### src/rtl/reduce_pkg.sv
// reduce_pkg: packet field layout, FSM states and algorithm encodings for the reduction TX path.
// The ST_BCAST state exists only when ALLREDUCE_BCAST_EN is defined.
package reduce_pkg;

    localparam int unsigned PKT_W         = 64;

    localparam int unsigned F_VALID       = 63;
    localparam int unsigned F_RED         = 62;
    localparam int unsigned F_SRC_LSB     = 59;
    localparam int unsigned F_DST_LSB     = 56;
    localparam int unsigned F_TYPE_LSB    = 52;
    localparam int unsigned F_ALG_LSB     = 50;
    localparam int unsigned F_INDEX_LSB   = 46;
    localparam int unsigned F_COMM_LSB    = 43;
    localparam int unsigned F_ROOT_LSB    = 40;
    localparam int unsigned F_RANK_LSB    = 37;
    localparam int unsigned F_OP_LSB      = 32;
    localparam int unsigned F_PAYLOAD_LSB = 0;

    localparam int unsigned NODE_W        = 3;
    localparam int unsigned TYPE_W        = 4;
    localparam int unsigned ALG_W         = 2;
    localparam int unsigned INDEX_W       = 4;
    localparam int unsigned OP_W          = 5;
    localparam int unsigned PAYLOAD_W     = 32;

    localparam logic [TYPE_W-1:0] BCAST_TYPE_DEFAULT = 4'b0010;

    localparam logic [ALG_W-1:0] ALG_FLAT  = 2'b00;
    localparam logic [ALG_W-1:0] ALG_BTREE = 2'b01;

    typedef logic [NODE_W-1:0] node_t;
    typedef logic [PKT_W-1:0]  pkt_t;

    typedef enum logic [1:0] {
        ST_IDLE  = 2'd0,
        ST_NET   = 2'd1,
        ST_HOST  = 2'd2
`ifdef ALLREDUCE_BCAST_EN
        ,
        ST_BCAST = 2'd3
`endif
    } tx_state_e;

    // Node ids are 3 bits; all arithmetic deliberately wraps mod 8.
    function automatic node_t parent_of(input logic [ALG_W-1:0] alg,
                                        input node_t rank,
                                        input node_t root);
        node_t rel;
        node_t up;
        rel = rank - root;
        up  = (rel - node_t'(1)) >> 1;
        if (alg == ALG_BTREE) begin
            return up + root;
        end
        return root;
    endfunction

endpackage

### src/rtl/reduce_tx_fifo.sv
// reduce_tx_fifo: synchronous FIFO for completed reduction packets.
// Caller guarantees push only when not full (or with a same-cycle pop) and pop only when non-empty.
module reduce_tx_fifo
    import reduce_pkg::*;
#(
    parameter int unsigned DEPTH = 4,
    parameter int unsigned WIDTH = PKT_W
) (
    input  logic                     clk,
    input  logic                     rst,
    input  logic                     push,
    input  logic                     pop,
    input  logic [WIDTH-1:0]         din,
    output logic                     full,
    output logic                     empty,
    output logic [WIDTH-1:0]         head,
    output logic [$clog2(DEPTH):0]   count
);

    localparam int unsigned AW = $clog2(DEPTH);
    localparam int unsigned CW = AW + 1;

    logic [WIDTH-1:0] mem [DEPTH];
    logic [AW-1:0]    wr_ptr;
    logic [AW-1:0]    rd_ptr;
    logic [CW-1:0]    count_d;

    always_comb begin
        count_d = count;
        case ({push, pop})
            2'b10:   count_d = count + CW'(1);
            2'b01:   count_d = count - CW'(1);
            default: count_d = count;
        endcase
    end

    always_ff @(posedge clk) begin
        if (push) begin
            mem[wr_ptr] <= din;
        end
    end

    // Flags are registered from the next occupancy so they reflect this cycle's push/pop.
    always_ff @(posedge clk) begin
        if (rst) begin
            wr_ptr <= '0;
            rd_ptr <= '0;
            count  <= '0;
            full   <= 1'b0;
            empty  <= 1'b1;
        end else begin
            if (push) begin
                wr_ptr <= wr_ptr + AW'(1);
            end
            if (pop) begin
                rd_ptr <= rd_ptr + AW'(1);
            end
            count <= count_d;
            full  <= (count_d == CW'(DEPTH));
            empty <= (count_d == '0);
        end
    end

    assign head = mem[rd_ptr];

endmodule

### src/rtl/reduce_tx.sv
// reduce_tx: buffers completed reduction packets, forwards them to the parent or host,
// and (with ALLREDUCE_BCAST_EN defined) re-issues root results as broadcast packets.
module reduce_tx
    import reduce_pkg::*;
#(
    parameter int unsigned      DEPTH      = 4,
    parameter logic [TYPE_W-1:0] BCAST_TYPE = BCAST_TYPE_DEFAULT
) (
    input  logic             clk,
    input  logic             rst,
    input  logic             in_valid,
    input  logic [PKT_W-1:0] in_packet,
    output logic             in_full,
    output logic             net_valid,
    input  logic             net_ready,
    output logic [PKT_W-1:0] net_packet,
    output logic             host_valid,
    input  logic             host_ready,
    output logic [PKT_W-1:0] host_packet,
    output logic             overflow,
    output logic             busy
);

    localparam int unsigned CW = $clog2(DEPTH) + 1;

    tx_state_e        state;
    tx_state_e        state_d;
    pkt_t             cur;
    pkt_t             cur_d;

    logic             fifo_full;
    logic             fifo_empty;
    pkt_t             fifo_head;
    logic [CW-1:0]    fifo_count;
    logic [CW-1:0]    occ_next;

    logic             push_req;
    logic             push_ok;
    logic             pop;

    logic             net_valid_d;
    logic             host_valid_d;
    logic             overflow_d;
    logic             busy_d;
    pkt_t             net_packet_d;
    pkt_t             host_packet_d;

`ifdef ALLREDUCE_BCAST_EN
    node_t            bidx;
    node_t            bidx_d;
`endif

    function automatic pkt_t to_net(input pkt_t p);
        pkt_t q;
        q = p;
        q[F_VALID] = 1'b1;
        q[F_RED]   = 1'b1;
        q[F_SRC_LSB +: NODE_W] = p[F_RANK_LSB +: NODE_W];
        q[F_DST_LSB +: NODE_W] = parent_of(p[F_ALG_LSB +: ALG_W],
                                           p[F_RANK_LSB +: NODE_W],
                                           p[F_ROOT_LSB +: NODE_W]);
        return q;
    endfunction

    function automatic pkt_t to_host(input pkt_t p);
        pkt_t q;
        q = p;
        q[F_VALID] = 1'b1;
        q[F_RED]   = 1'b0;
        return q;
    endfunction

`ifdef ALLREDUCE_BCAST_EN
    function automatic pkt_t to_bcast(input pkt_t p, input node_t k);
        pkt_t q;
        q = p;
        q[F_VALID] = 1'b1;
        q[F_RED]   = 1'b0;
        q[F_TYPE_LSB +: TYPE_W] = BCAST_TYPE;
        q[F_SRC_LSB +: NODE_W]  = p[F_ROOT_LSB +: NODE_W];
        q[F_DST_LSB +: NODE_W]  = p[F_ROOT_LSB +: NODE_W] + k;
        return q;
    endfunction
`endif

    reduce_tx_fifo #(
        .DEPTH (DEPTH),
        .WIDTH (PKT_W)
    ) u_fifo (
        .clk   (clk),
        .rst   (rst),
        .push  (push_ok),
        .pop   (pop),
        .din   (in_packet),
        .full  (fifo_full),
        .empty (fifo_empty),
        .head  (fifo_head),
        .count (fifo_count)
    );

    // A push into a full buffer is still accepted when the head leaves in the same cycle.
    assign push_req   = in_valid && in_packet[F_VALID];
    assign push_ok    = push_req && (!fifo_full || pop);
    assign overflow_d = overflow || (push_req && fifo_full && !pop);
    assign occ_next   = fifo_count + CW'(push_ok) - CW'(pop);
    assign busy_d     = (state_d != ST_IDLE) || (occ_next != '0);
    assign in_full    = fifo_full;

    always_comb begin
        state_d       = state;
        cur_d         = cur;
        net_valid_d   = net_valid;
        net_packet_d  = net_packet;
        host_valid_d  = host_valid;
        host_packet_d = host_packet;
        pop           = 1'b0;
`ifdef ALLREDUCE_BCAST_EN
        bidx_d        = bidx;
`endif
        case (state)
            ST_IDLE: begin
                if (!fifo_empty) begin
                    cur_d = fifo_head;
                    if (fifo_head[F_RANK_LSB +: NODE_W] == fifo_head[F_ROOT_LSB +: NODE_W]) begin
                        state_d       = ST_HOST;
                        host_valid_d  = 1'b1;
                        host_packet_d = to_host(fifo_head);
                    end else begin
                        state_d      = ST_NET;
                        net_valid_d  = 1'b1;
                        net_packet_d = to_net(fifo_head);
                    end
                end
            end
            ST_NET: begin
                if (net_ready) begin
                    pop         = 1'b1;
                    net_valid_d = 1'b0;
                    state_d     = ST_IDLE;
                end
            end
            ST_HOST: begin
                if (host_ready) begin
                    pop          = 1'b1;
                    host_valid_d = 1'b0;
                    state_d      = ST_IDLE;
`ifdef ALLREDUCE_BCAST_EN
                    // First broadcast is staged here so it follows the host handshake without a bubble.
                    if (cur[F_COMM_LSB +: NODE_W] >= node_t'(2)) begin
                        state_d      = ST_BCAST;
                        bidx_d       = node_t'(1);
                        net_valid_d  = 1'b1;
                        net_packet_d = to_bcast(cur, node_t'(1));
                    end
`endif
                end
            end
`ifdef ALLREDUCE_BCAST_EN
            ST_BCAST: begin
                if (net_ready) begin
                    if (bidx == cur[F_COMM_LSB +: NODE_W] - node_t'(1)) begin
                        state_d     = ST_IDLE;
                        bidx_d      = '0;
                        net_valid_d = 1'b0;
                    end else begin
                        bidx_d       = bidx + node_t'(1);
                        net_packet_d = to_bcast(cur, bidx + node_t'(1));
                    end
                end
            end
`endif
            default: begin
                state_d = ST_IDLE;
            end
        endcase
    end

    always_ff @(posedge clk) begin
        if (rst) begin
            state       <= ST_IDLE;
            cur         <= '0;
            net_valid   <= 1'b0;
            net_packet  <= '0;
            host_valid  <= 1'b0;
            host_packet <= '0;
            overflow    <= 1'b0;
            busy        <= 1'b0;
`ifdef ALLREDUCE_BCAST_EN
            bidx        <= '0;
`endif
        end else begin
            state       <= state_d;
            cur         <= cur_d;
            net_valid   <= net_valid_d;
            net_packet  <= net_packet_d;
            host_valid  <= host_valid_d;
            host_packet <= host_packet_d;
            overflow    <= overflow_d;
            busy        <= busy_d;
`ifdef ALLREDUCE_BCAST_EN
            bidx        <= bidx_d;
`endif
        end
    end

endmodule

### config.mk
export PLATFORM = sky130hd
export DESIGN_NAME = reduce_tx
export DESIGN_NICKNAME = d
export VERILOG_FILES = /design/src/rtl/reduce_pkg.sv /design/src/rtl/reduce_tx_fifo.sv /design/src/rtl/reduce_tx.sv
export SDC_FILE = /design/constraint.sdc
export NUM_CORES = 1
export LEC_CHECK = 0
export BUFFER_PORTS_ARGS = -buffer_cell sky130_fd_sc_hd__buf_4
export CORE_ASPECT_RATIO = 0.6
export CORE_MARGIN = 2
export CORE_UTILIZATION = 51
export CTS_CLUSTER_DIAMETER = 200
export CTS_CLUSTER_SIZE = 16
export DETAILED_ROUTE_END_ITERATION = 7
export GPL_ROUTABILITY_DRIVEN = 0
export PLACE_DENSITY = 0.75
export SYNTH_ARGS = -nofsm -noshare
export SYNTH_HDL_FRONTEND = slang
export SYNTH_SLANG_ARGS = --single-unit
### constraint.sdc
create_clock -name clk -period 3 [get_ports clk]
set_input_delay 0.6 -clock clk [delete_from_list [all_inputs] [get_ports clk]]
set_output_delay 0.6 -clock clk [all_outputs]
set_load 0.05 [all_outputs]
==> results_dict.tcl <==
set metrics [dict create \
    vdd_ir_drop_max_uv 382 \
    numClockSinks 388 \
    synthSimpleGateAreaFrac_pct 7.62 \
    synth_enable_flop_cells 248 \
    synth.distinct_cells 33 \
    routedWlPerCell_um 19.6 \
    synthCells 979 \
    path_cells "mux4_2 > inv_1 > ha_1 > inv_1 > fa_1 > inv_1 > ha_1 > fa_1 > mux2i_1 > a211oi_1" \
    cts_max_level 1 \
    drv_slew 0 \
    post-place-ws_ns 0.129 \
    final-hold-violation-count 0 \
    synth.net_count 1066 \
    reg2reg_to "net_packet[57]" \
    hold_end "u_fifo.mem[2][21]" \
    ant_nets 0 \
    intPower_mw 8.02 \
    coreArea_um2 27600 \
    power_frac_comb_pct 10.4 \
    slew_headroom_pct 61.1 \
    fin_crit_ns 2.85 \
    synth_xor_area_share_pct 0.735 \
    cts_tree "yes" \
    hold-worst-slack_ns 0.243 \
    switching_share_pct 24.1 \
    crit_path_frequent_cell "inv_1" \
    synth_top_family_by_area "multiplexers" \
    p_leak_nw 5.99 \
    async_flop_share_pct 0 \
    area_growth_pct 19.8 \
    status "finished clean" \
    syn_avg_cell_area_um2 14.6 \
    cts-root-buf "clkbuf_16" \
    syn-cell-area_um2 14300 \
    finalSetupViolations 0 \
    synthAdderAreaFrac_pct 1.78 \
    post_cts_buffers 0 \
    synth_mux_area_share_pct 10.1 \
    dp.final_hpwl_um 19900 \
    tightest_slew_ns 0.584 \
    drive_gt1_share_pct 27.6 \
    antenna_found_initial 1 \
    drtPass1Iterations 5 \
    finalWirelength_um 30700 \
    drt-vias-per-instance 5.36 \
    grt-ovfl-total 0 \
    switchingPower_mw 2.54 \
    cts_buffers 28 \
    path_delay_family "adder cells" \
    crit_path_start_kind "flip-flop" \
    fmax_mhz 351 \
    placed_area_um2 16300 \
    ctsResizeCount 0 \
    dieArea_um2 29400 \
    path_class "flip-flop to flip-flop" \
    rrSetupSlack_ns 0.15 \
    grtUsageTotal_pct 21.0 \
    worst-path-buf-inv 3 \
    ys_ff_latch 388 \
    clk_latency_ns 0.55 \
    power_frac_clock_pct 33.6 \
    path_clk_slew_ns 0.07 \
    required_ns 3.47 \
    end_kind "flip-flop" \
    period_share_pct 94.9 \
    arrival_ns 3.32 \
    cts_buffer_depth 3 \
    min-delay-start "in_packet[21]" \
    final_nets 1263 \
    dieWidth_um 220 \
    crit_path_max_fanout 8 \
    seq_power_share_pct 56.0 \
    cellPowerDensity_nw_per_um2 616 \
    worstHoldPathType "input pin to flip-flop" \
    n_fill_cell 2053 \
    ys_seq_area_share_pct 71.7 \
    synth_compound_area_share_pct 4.99 \
    io_pins 202 \
    cp_slowest_stage_delay_ns 0.58 \
    fin_skew_ns 0.0200 \
    portBuffers 199 \
    slowest_stage "mux4_2" \
    die_y_um 134 \
    whs_path_depth 1 \
    drt-initial-drc-count 722 \
    grt_pass1_wl_um 47200 \
    grt_pass1_vias 8256 \
    synth_warnings 0 \
    drc 0 \
    row_count 47 \
    vias 8381 \
    grt_max_degree 58 \
    r2r_cells 10 \
    postCtsHoldBufs 0 \
    synth_ff_type "edfxtp_1" \
    fin_ws_ns 0.153 \
    start_util_pct 51.9 \
    maxCapViolations 0 \
    stdcell_area_um2 17100 \
]
worst max path at each step:
stage	start	end	slack, ns	depth (start not counted)
final	flip-flop	net_packet[57]	0.15	10
after global routing	flip-flop	net_packet[57]	-0.002	10
after CTS	flip-flop	net_packet[57]	0.11	7
after detailed placement	flip-flop	net_packet[57]	0.13	7
after global placement	flip-flop	net_packet[57]	0.17	7
after floorplan	flip-flop	net_packet[57]	0.25	11
state kept, by name, indices dropped and copies added, names as in the netlist, 2 cells and up, named ones only:
register       count
host_packet       63
u_fifo.mem       248
u_fifo.rd_ptr      2
u_fifo.count       3
state              2
net_packet        60
u_fifo.wr_ptr      2
Yosys cell counts, types with 5 or more instances:
cell | count | area, um2
edfxtp_1 | 248 | 7450
mux2i_1 | 5 | 50.1
a21oi_1 | 126 | 631
buf_6 | 13 | 146
clkbuf_1 | 25 | 93.8
nor3_1 | 6 | 30.0
mux4_2 | 62 | 1400
inv_1 | 18 | 67.6
buf_1 | 5 | 18.8
dfxtp_1 | 140 | 2800
ha_1 | 14 | 175
nand2_1 | 241 | 905
buf_4 | 11 | 82.6
xnor2_1 | 9 | 78.8
buf_2 | 6 | 30.0
nor2_1 | 19 | 71.3
metrics by stage:
step | power, mW | util (%) | TNS (ns) | instances
final | 10.6 | 62.1 | 0 | 1565
after global routing | 10.9 | 62.1 | -0.00179 | 1564
after CTS | 10.7 | 62.1 | 0 | 1564
after detailed placement | 7.13 | 59.1 | 0 | 1513
after global placement | 7.10 | 59.1 | 0 | 1513
after floorplan | 6.71 | - | 0 | 979
power by group through the flow:
stage                     clock network (mW)  registers [mW]  logic, mW
after global placement                     0            6.02       1.08
after CTS                               3.64            5.91       1.10
after global routing                    3.83            5.92       1.17
after floorplan                            0            6.31      0.405
final                                   3.55            5.91       1.10
after detailed placement                   0            6.03       1.10
placed cells by master (no fill, tap or decap), drive strengths merged, types with 7 or more instances in the layout:
cell    netlist  layout
a21oi       126     126
buf          35     227
clkbuf       25      50
dfxtp       140     140
edfxtp      248     248
ha           14      14
inv          18      18
mux4         62      62
nand2       241     241
nor2         19      19
nor3          7       7
xnor2         9       9
per-layer routing:
| layer | vias to the layer above | part of all wire [%] | wire, um | GRT usage (%) |
|---|---|---|---|---|
| met1 | 4203 | 46 | 14200 | 32.2 |
| met3 | 37 | 7.0 | 2140 | 4.70 |
| li1 | 3904 | - | - | - |
| met2 | 237 | 45 | 13800 | 31.3 |
| met4 | 0 | 1.6 | 495 | 3.95 |
| met5 | - | 0 | 0 | 0 |
area by class of cell:
cell class,instances,area [um2],share of cell area (%)
Tap cell,367,459,2.68
Sequential cell,388,10300,59.9
Timing Repair Buffer,227,1870,10.9
Inverter,18,67.6,0.394
Clock buffer,50,805,4.70
Multi-Input combinational cell,513,3650,21.3
Clock inverter,1,16.3,0.0949
Antenna cell,1,2.50,0.0146
cell families after synthesis:
| logic type | after synthesis |
|---|---|
| compound gates | 137 |
| mux | 67 |
| simple gates | 278 |
| xor+xnor | 12 |
| buf+inv | 78 |
| fa+ha+maj | 18 |
| other cells | 1 |
| flops | 388 |
Note: power is estimated with default switching activity, not from simulation.
